[src/rtl/ip_tile_scheduler.sv]
// ip_tile_scheduler: round-robin front end that serialises two requesters onto one compute tile.
// Optional watchdog is compiled in when IP_TILE_SCHED_TIMEOUT_EN is defined.
module ip_tile_scheduler #(
  parameter int REG_WIDTH      = 32,
  parameter int CSR_IN_WIDTH   = 16,
  parameter int CSR_OUT_WIDTH  = 16,
  parameter int TIMEOUT_CYCLES = 255
) (
  input  logic                       clk,
  input  logic                       rst,
  input  logic [1:0]                 rq_req,
  input  logic [2*CSR_IN_WIDTH-1:0]  rq_csr,
  input  logic [2*REG_WIDTH-1:0]     rq_a,
  input  logic [2*REG_WIDTH-1:0]     rq_b,
  output logic [1:0]                 rq_gnt,
  output logic [CSR_IN_WIDTH-1:0]    tile_csr_in,
  output logic [REG_WIDTH-1:0]       tile_a,
  output logic [REG_WIDTH-1:0]       tile_b,
  input  logic [REG_WIDTH-1:0]       tile_c,
  input  logic [CSR_OUT_WIDTH-1:0]   tile_csr_out,
  input  logic                       tile_csr_in_re,
  input  logic                       tile_csr_out_we,
  output logic                       rsp_valid,
  output logic                       rsp_id,
  output logic [REG_WIDTH-1:0]       rsp_data,
  output logic [CSR_OUT_WIDTH-1:0]   rsp_csr,
  output logic                       rsp_timeout,
  output logic                       busy
);

  if ((TIMEOUT_CYCLES < 1) || (TIMEOUT_CYCLES > 255)) begin : g_bad_timeout
    $error("ip_tile_scheduler: TIMEOUT_CYCLES must be within 1..255");
  end

  localparam logic [CSR_IN_WIDTH-1:0] START_BIT = {{(CSR_IN_WIDTH-1){1'b0}}, 1'b1};

  typedef enum logic [1:0] {
    S_IDLE  = 2'd0,
    S_ISSUE = 2'd1,
    S_WAIT  = 2'd2,
    S_RESP  = 2'd3
  } state_t;

  state_t                    state_q;
  logic [1:0]                gnt_q;
  logic                      last_q;
  logic                      rsp_valid_q;
  logic                      rsp_id_q;
  logic                      busy_q;
  logic [CSR_IN_WIDTH-1:0]   tcsr_q;
  logic [REG_WIDTH-1:0]      a_q;
  logic [REG_WIDTH-1:0]      b_q;
  logic [REG_WIDTH-1:0]      data_q;
  logic [CSR_OUT_WIDTH-1:0]  csr_q;

  logic                      win_id_d;
  logic [CSR_IN_WIDTH-1:0]   cmd_d;
  logic [REG_WIDTH-1:0]      a_d;
  logic [REG_WIDTH-1:0]      b_d;
  logic                      take_d;
  logic                      tmo_hit_d;

  // Round-robin pick: a lone request wins outright, a tie goes to the one not served last.
  always_comb begin
    win_id_d = 1'b0;
    if (rq_req == 2'b11) begin
      win_id_d = ~last_q;
    end else if (rq_req[1]) begin
      win_id_d = 1'b1;
    end else begin
      win_id_d = 1'b0;
    end
  end

  // Payload slice of the winning requester.
  always_comb begin
    cmd_d = rq_csr[CSR_IN_WIDTH-1:0];
    a_d   = rq_a[REG_WIDTH-1:0];
    b_d   = rq_b[REG_WIDTH-1:0];
    if (win_id_d) begin
      cmd_d = rq_csr[2*CSR_IN_WIDTH-1:CSR_IN_WIDTH];
      a_d   = rq_a[2*REG_WIDTH-1:REG_WIDTH];
      b_d   = rq_b[2*REG_WIDTH-1:REG_WIDTH];
    end else begin
      cmd_d = rq_csr[CSR_IN_WIDTH-1:0];
      a_d   = rq_a[REG_WIDTH-1:0];
      b_d   = rq_b[REG_WIDTH-1:0];
    end
  end

  // A result is only taken once the tile has consumed the command (same cycle or later).
  assign take_d = tile_csr_out_we &&
                  ((state_q == S_WAIT) || ((state_q == S_ISSUE) && tile_csr_in_re));

`ifdef IP_TILE_SCHED_TIMEOUT_EN
  localparam logic [7:0] TMO_LIMIT = TIMEOUT_CYCLES[7:0];

  logic [7:0] tmo_q;
  logic       rsp_timeout_q;

  assign tmo_hit_d = ((state_q == S_ISSUE) || (state_q == S_WAIT)) &&
                     ((tmo_q + 8'd1) == TMO_LIMIT);

  // Watchdog: zero while idle so it starts from 0 on ISSUE entry, counts ISSUE/WAIT cycles.
  always_ff @(posedge clk) begin
    if (rst) begin
      tmo_q <= 8'd0;
    end else if ((state_q == S_ISSUE) || (state_q == S_WAIT)) begin
      tmo_q <= tmo_q + 8'd1;
    end else begin
      tmo_q <= 8'd0;
    end
  end

  assign rsp_timeout = rsp_timeout_q;
`else
  assign tmo_hit_d   = 1'b0;
  assign rsp_timeout = 1'b0;
`endif

  // Scheduler FSM; the grant cycle is spent in IDLE with gnt_q set, ISSUE follows.
  always_ff @(posedge clk) begin
    if (rst) begin
      state_q     <= S_IDLE;
      gnt_q       <= 2'b00;
      last_q      <= 1'b1;
      rsp_valid_q <= 1'b0;
      rsp_id_q    <= 1'b0;
      busy_q      <= 1'b0;
      tcsr_q      <= '0;
      a_q         <= '0;
      b_q         <= '0;
      data_q      <= '0;
      csr_q       <= '0;
`ifdef IP_TILE_SCHED_TIMEOUT_EN
      rsp_timeout_q <= 1'b0;
`endif
    end else begin
      gnt_q       <= 2'b00;
      rsp_valid_q <= 1'b0;
`ifdef IP_TILE_SCHED_TIMEOUT_EN
      rsp_timeout_q <= 1'b0;
`endif
      case (state_q)
        S_IDLE: begin
          if (gnt_q != 2'b00) begin
            state_q <= S_ISSUE;
            busy_q  <= 1'b1;
            tcsr_q  <= tcsr_q | START_BIT;
          end else if (rq_req != 2'b00) begin
            gnt_q    <= win_id_d ? 2'b10 : 2'b01;
            last_q   <= win_id_d;
            rsp_id_q <= win_id_d;
            tcsr_q   <= cmd_d & ~START_BIT;
            a_q      <= a_d;
            b_q      <= b_d;
          end else begin
            state_q <= S_IDLE;
          end
        end
        S_ISSUE, S_WAIT: begin
          if (take_d) begin
            data_q      <= tile_c;
            csr_q       <= tile_csr_out;
            rsp_valid_q <= 1'b1;
            tcsr_q      <= tcsr_q & ~START_BIT;
            state_q     <= S_RESP;
          end else if (tmo_hit_d) begin
            data_q      <= '0;
            csr_q       <= '0;
            rsp_valid_q <= 1'b1;
            tcsr_q      <= tcsr_q & ~START_BIT;
            state_q     <= S_RESP;
`ifdef IP_TILE_SCHED_TIMEOUT_EN
            rsp_timeout_q <= 1'b1;
`endif
          end else if ((state_q == S_ISSUE) && tile_csr_in_re) begin
            tcsr_q  <= tcsr_q & ~START_BIT;
            state_q <= S_WAIT;
          end else begin
            state_q <= state_q;
          end
        end
        S_RESP: begin
          busy_q  <= 1'b0;
          state_q <= S_IDLE;
        end
        default: begin
          busy_q  <= 1'b0;
          tcsr_q  <= tcsr_q & ~START_BIT;
          state_q <= S_IDLE;
        end
      endcase
    end
  end

  assign rq_gnt      = gnt_q;
  assign tile_csr_in = tcsr_q;
  assign tile_a      = a_q;
  assign tile_b      = b_q;
  assign rsp_valid   = rsp_valid_q;
  assign rsp_id      = rsp_id_q;
  assign rsp_data    = data_q;
  assign rsp_csr     = csr_q;
  assign busy        = busy_q;

endmodule

[config.mk]
export PLATFORM = sky130hd
export DESIGN_NAME = ip_tile_scheduler
export DESIGN_NICKNAME = d
export VERILOG_FILES = /design/src/rtl/ip_tile_scheduler.sv
export SDC_FILE = /design/constraint.sdc
export NUM_CORES = 1
export LEC_CHECK = 0
export CELL_PAD_IN_SITES_DETAIL_PLACEMENT = 1
export CELL_PAD_IN_SITES_GLOBAL_PLACEMENT = 1
export CORE_MARGIN = 3
export CORE_UTILIZATION = 25
export CTS_BUF_LIST = sky130_fd_sc_hd__clkbuf_8
export DETAILED_ROUTE_END_ITERATION = 10
export GPL_ROUTABILITY_DRIVEN = 0
export PLACE_DENSITY_LB_ADDON = 0.1
export SLEW_MARGIN = 20
export SYNTH_ARGS = -nofsm -noshare
export SYNTH_HDL_FRONTEND = slang
export SYNTH_SLANG_ARGS = --single-unit
[constraint.sdc]
create_clock -name clk -period 1.7 [get_ports clk]
set_input_delay 0.425 -clock clk [delete_from_list [all_inputs] [get_ports clk]]
set_output_delay 0.425 -clock clk [all_outputs]
set_load 0.005 [all_outputs]
==> metrics.txt <==
# TYPE chip_impl_metric gauge
chip_impl_info{name="status",value="finished, final reports clean"} 1
chip_impl_metric{name="power.ir.vdd_worst",unit="mV"} 0.585
chip_impl_info{name="mostFrequentLayoutCells",value="210 x sky130_fd_sc_hd__clkdlybuf4s50_1, 133 x sky130_fd_sc_hd__dlygate4sd2_1, 132 x sky130_fd_sc_hd__nand2_1"} 1
chip_impl_metric{name="post-layout-total-power",unit="mW"} 14.3
chip_impl_metric{name="layout-drive-gt1-share",unit="%"} 15.4
chip_impl_metric{name="design.portCount",unit=""} 348
chip_impl_metric{name="drc",unit=""} 0
chip_impl_metric{name="final_cell_utilization_of_the_core",unit="%"} 44.5
chip_impl_info{name="critical_path.endpoint_type",value="register"} 1
chip_impl_info{name="critPathMostFrequentCell",value="sky130_fd_sc_hd__buf_4"} 1
chip_impl_metric{name="layout.filler_cells",unit=""} 2819
chip_impl_metric{name="setup_total_negative_slack",unit="ns"} 0
chip_impl_metric{name="number_of_global_route_vias_before_repair",unit=""} 6734
chip_impl_metric{name="drv_cap",unit=""} 0
chip_impl_metric{name="final_cell_area",unit="um^2"} 10500
chip_impl_metric{name="htree_levels",unit=""} 4
chip_impl_metric{name="largest_clock_skew_in_the_final_design",unit="ns"} 0.0249
chip_impl_metric{name="timing.hold.worst_path_depth",unit=""} 3
chip_impl_metric{name="leakage",unit="nW"} 4.41
chip_impl_metric{name="grt_util_met2",unit="%"} 32.5
chip_impl_metric{name="seqCellArea",unit="um^2"} 2760
chip_impl_info{name="layout_commonest_cell",value="sky130_fd_sc_hd__clkdlybuf4s50_1"} 1
chip_impl_metric{name="ys_seq_elements",unit=""} 136
chip_impl_info{name="hold_wc_startpoint",value="rst"} 1
chip_impl_metric{name="syn_to_final_growth",unit="%"} 73.0
chip_impl_metric{name="fmax",unit="MHz"} 623
chip_impl_info{name="worstReg2RegStart",value="state_q[0]"} 1
chip_impl_metric{name="required_worst_endpoint",unit="ns"} 2.07
chip_impl_metric{name="post_layout_worst_setup_margin",unit="ns"} 0.0953
chip_impl_metric{name="postSynth.asyncResetShare",unit="%"} 0
chip_impl_metric{name="detailroute.via_count",unit=""} 6594
chip_impl_metric{name="synthesized_area_per_cell",unit="um^2"} 8.62
chip_impl_info{name="start_kind",value="register"} 1
chip_impl_metric{name="worst-endpoint-arrival",unit="ns"} 1.97
chip_impl_metric{name="die_height",unit="um"} 162
chip_impl_metric{name="post_drt_wl_per_cell",unit="um"} 18.0
chip_impl_info{name="top_usage_layer",value="met2"} 1
chip_impl_metric{name="floorplan.core_area",unit="um^2"} 23700
chip_impl_metric{name="multi_input_gate_area_in_the_final_layout",unit="um^2"} 2930
chip_impl_metric{name="netlist-cell-type-count",unit=""} 39
chip_impl_metric{name="nets_finish",unit=""} 1268
chip_impl_metric{name="cts_hold_buffers",unit=""} 0
chip_impl_metric{name="drtAntennaViolNets",unit=""} 0
chip_impl_metric{name="finalSetupViolCount",unit=""} 0
chip_impl_metric{name="firstDrtPassIters",unit=""} 6
chip_impl_metric{name="wl",unit="um"} 24900
chip_impl_metric{name="worst_r2r_path_depth",unit=""} 8
chip_impl_metric{name="clock_path_buffers",unit=""} 2
chip_impl_metric{name="grt_overflow",unit=""} 0
chip_impl_metric{name="syn_nets",unit=""} 926
chip_impl_metric{name="die-area",unit="um^2"} 26300
chip_impl_info{name="worstPathCellList",value="inv_2 > buf_4 > ha_1 > buf_4 > a21oi_4 > buf_12 > o21ai_0 > a21oi_1"} 1
chip_impl_metric{name="worst-path-buf-inv",unit=""} 4
chip_impl_metric{name="fp-row-count",unit=""} 56
chip_impl_metric{name="cts.sink_count",unit=""} 136
chip_impl_metric{name="synth-edff-count",unit=""} 0
chip_impl_metric{name="clock_insertion_delay_worst_skew",unit="ns"} 0.45
chip_impl_metric{name="cellPowerDensity",unit="nW/um^2"} 1350
chip_impl_info{name="cts_root_buffer",value="sky130_fd_sc_hd__clkbuf_8"} 1
chip_impl_metric{name="reg2reg_slack",unit="ns"} 0.1
chip_impl_metric{name="track_usage",unit="%"} 18.3
chip_impl_metric{name="grt_pass1_wl",unit="um"} 38100
chip_impl_info{name="critical_path.top_delay_family",value="buffers and inverters"} 1
chip_impl_metric{name="initial_antenna_violation_count",unit=""} 1
chip_impl_metric{name="synthDominantCellAreaShare",unit="%"} 44.7
chip_impl_info{name="cp_slowest_cell",value="sky130_fd_sc_hd__dfxtp_2"} 1
chip_impl_metric{name="io_buffer_count",unit=""} 344
chip_impl_info{name="worst-setup-path-type",value="register to register"} 1
chip_impl_metric{name="setup_ws_pre_cts",unit="ns"} -0.328
chip_impl_metric{name="post_route_clock_period_utilization",unit="%"} 94.4
chip_impl_metric{name="grt_max_degree",unit=""} 63
chip_impl_metric{name="netlist_instances",unit=""} 707
chip_impl_info{name="most_area_hungry_cell_type_in_the_yosys_netlist",value="sky130_fd_sc_hd__dfxtp_1"} 1
chip_impl_info{name="crit-reg2reg-capture",value="rsp_data[6]"} 1
chip_impl_info{name="min_path_type",value="input port to register"} 1
chip_impl_info{name="synth.top_cells.by_area",value="sky130_fd_sc_hd__dfxtp_1 45%, sky130_fd_sc_hd__a21oi_1 9.5%, sky130_fd_sc_hd__nand2_1 8.1%, sky130_fd_sc_hd__a311oi_1 6.3%, sky130_fd_sc_hd__a311oi_2 4.9%"} 1
chip_impl_metric{name="critical_path_cell_count",unit=""} 8
chip_impl_metric{name="drt_iter0_drc",unit=""} 220
chip_impl_metric{name="max_slew_violation_count",unit=""} 0
chip_impl_info{name="ys_dominant_reg_cell",value="sky130_fd_sc_hd__dfxtp_1"} 1
chip_impl_metric{name="synth-seq-area-share",unit="%"} 44.7
chip_impl_metric{name="final_period_minus_worst_setup_slack",unit="ns"} 1.60
chip_impl_metric{name="detail_route.vias_per_cell",unit=""} 4.77
chip_impl_metric{name="cp_slowest_stage_delay",unit="ns"} 0.34
chip_impl_metric{name="placement.cell_area",unit="um^2"} 10200
chip_impl_metric{name="detailedPlacementHpwl",unit="um"} 18400
chip_impl_metric{name="final-hold-violation-count",unit=""} 0
chip_impl_info{name="worst_hold_path.endpoint",value="last_q"} 1
chip_impl_metric{name="gr-usage-met3",unit="%"} 7.04
chip_impl_metric{name="cell_area_synth",unit="um^2"} 6090
chip_impl_info{name="cts_tree",value="yes"} 1
chip_impl_metric{name="cts.clk_slew.worst_paths",unit="ns"} 0.09
chip_impl_metric{name="floorplan.die.width",unit="um"} 162
chip_impl_metric{name="crit_fanout",unit=""} 26
chip_impl_metric{name="initial_utilization",unit="%"} 25.7
chip_impl_metric{name="yosys_warnings",unit=""} 0
chip_impl_metric{name="use_met1",unit="%"} 20.8
chip_impl_metric{name="cts_made_buffers",unit=""} 17
==> cell families (layout without fill, tap and decap cells) <==
logic type | after synthesis | count (layout) | share of synthesized area (%)
other cells | 1 | 2 | 0.0615
simple gates | 196 | 196 | 13.7
compound gates | 257 | 257 | 30.0
buf+inv | 97 | 452 | 8.03
flops | 136 | 136 | 44.7
mux | 15 | 15 | 2.46
fa+ha+maj | 5 | 5 | 1.03
==> worst register-to-register path, stage by stage (launching register included) <==
cell and delay, ns:
sky130_fd_sc_hd__dfxtp_2 0.34, sky130_fd_sc_hd__inv_2 0.05, sky130_fd_sc_hd__buf_4 0.13, sky130_fd_sc_hd__ha_1 0.21, sky130_fd_sc_hd__buf_4 0.15, sky130_fd_sc_hd__a21oi_4 0.22, sky130_fd_sc_hd__buf_12 0.20, sky130_fd_sc_hd__o21ai_0 0.09
sky130_fd_sc_hd__a21oi_1 0.17
==> power breakdown <==
group | internal [mW] | switching, mW | total [mW]
logic | 3.60 | 3.69 | 7.29
registers | 4.02 | 0.392 | 4.42
clock network | 1.06 | 1.48 | 2.55
==> synth_stat cells, types with 2 or more instances <==
| cell | count |
|---|---|
| sky130_fd_sc_hd__dfxtp_1 | 136 |
| sky130_fd_sc_hd__nand2_1 | 132 |
| sky130_fd_sc_hd__a21oi_1 | 116 |
| sky130_fd_sc_hd__nand3_1 | 50 |
| sky130_fd_sc_hd__o21ai_0 | 50 |
| sky130_fd_sc_hd__a311oi_1 | 44 |
| sky130_fd_sc_hd__clkbuf_1 | 32 |
| sky130_fd_sc_hd__buf_2 | 24 |
| sky130_fd_sc_hd__a311oi_2 | 20 |
| sky130_fd_sc_hd__inv_1 | 19 |
| sky130_fd_sc_hd__mux2i_1 | 15 |
| sky130_fd_sc_hd__buf_6 | 10 |
| sky130_fd_sc_hd__o32ai_2 | 10 |
| sky130_fd_sc_hd__buf_1 | 6 |
| sky130_fd_sc_hd__buf_4 | 5 |
| sky130_fd_sc_hd__ha_1 | 5 |
| sky130_fd_sc_hd__o32ai_1 | 5 |
| sky130_fd_sc_hd__and3_1 | 3 |
| sky130_fd_sc_hd__nor3_1 | 3 |
| sky130_fd_sc_hd__a21bo_2 | 2 |
| sky130_fd_sc_hd__nor2_1 | 2 |
==> final cells by class <==
| type | count | area share (%) |
|---|---|---|
| repair buffers | 401 | 38.1 |
| multi-input cells | 474 | 27.8 |
| flip-flops and latches | 136 | 26.2 |
| well taps | 319 | 3.79 |
| clock buffers | 17 | 2.22 |
| clock inverters | 15 | 1.21 |
| inverters | 19 | 0.677 |
| diodes | 1 | 0.0237 |
==> per-stage QoR <==
step | hold WS, ns | instances
final | 0.330 | 1382
after global routing | 0.306 | 1382
after CTS | 0.303 | 1377
after detailed placement | 0.468 | 1345
after global placement | 0.460 | 1345
after floorplan | 0.469 | 707
==> per-layer routing <==
metal  vias up  share of wire, %
li1       3240                 -
met1      3135                39
met2       204                51
met3        15               8.2
met4         0               1.3
met5         -                 0
==> sequential cells by signal, summed over array words and instances, names as in the netlist, 2 cells and up <==
signal       flops
rsp_data        32
rsp_csr         16
tile_a          32
tile_b          32
rq_gnt           2
tile_csr_in     16
state_q          2
==> worst max-delay path by stage <==
stage / start / end / slack (ns)
3_5_place_dp: rq_req[1] / tile_b[1] / -0.33
6_report: state_q[0] / rsp_data[6] / 0.1
5_1_grt: state_q[0] / rsp_data[22] / -0.008
2_1_floorplan: state_q[1] / state_q[0] / 0.03
4_1_cts: state_q[0] / tile_b[1] / -0.004
3_3_place_gp: rq_req[1] / tile_a[27] / -0.30
==> timing repair <==
action,in CTS,in global routing
gates resized for setup,166,11
endpoints found under the setup margin,137,93
endpoints found under the hold margin,0,0
cloned,0,1
buffers inserted,0,3
pin swaps,0,5
No activity file was read; power rests on OpenSTA's default activity.
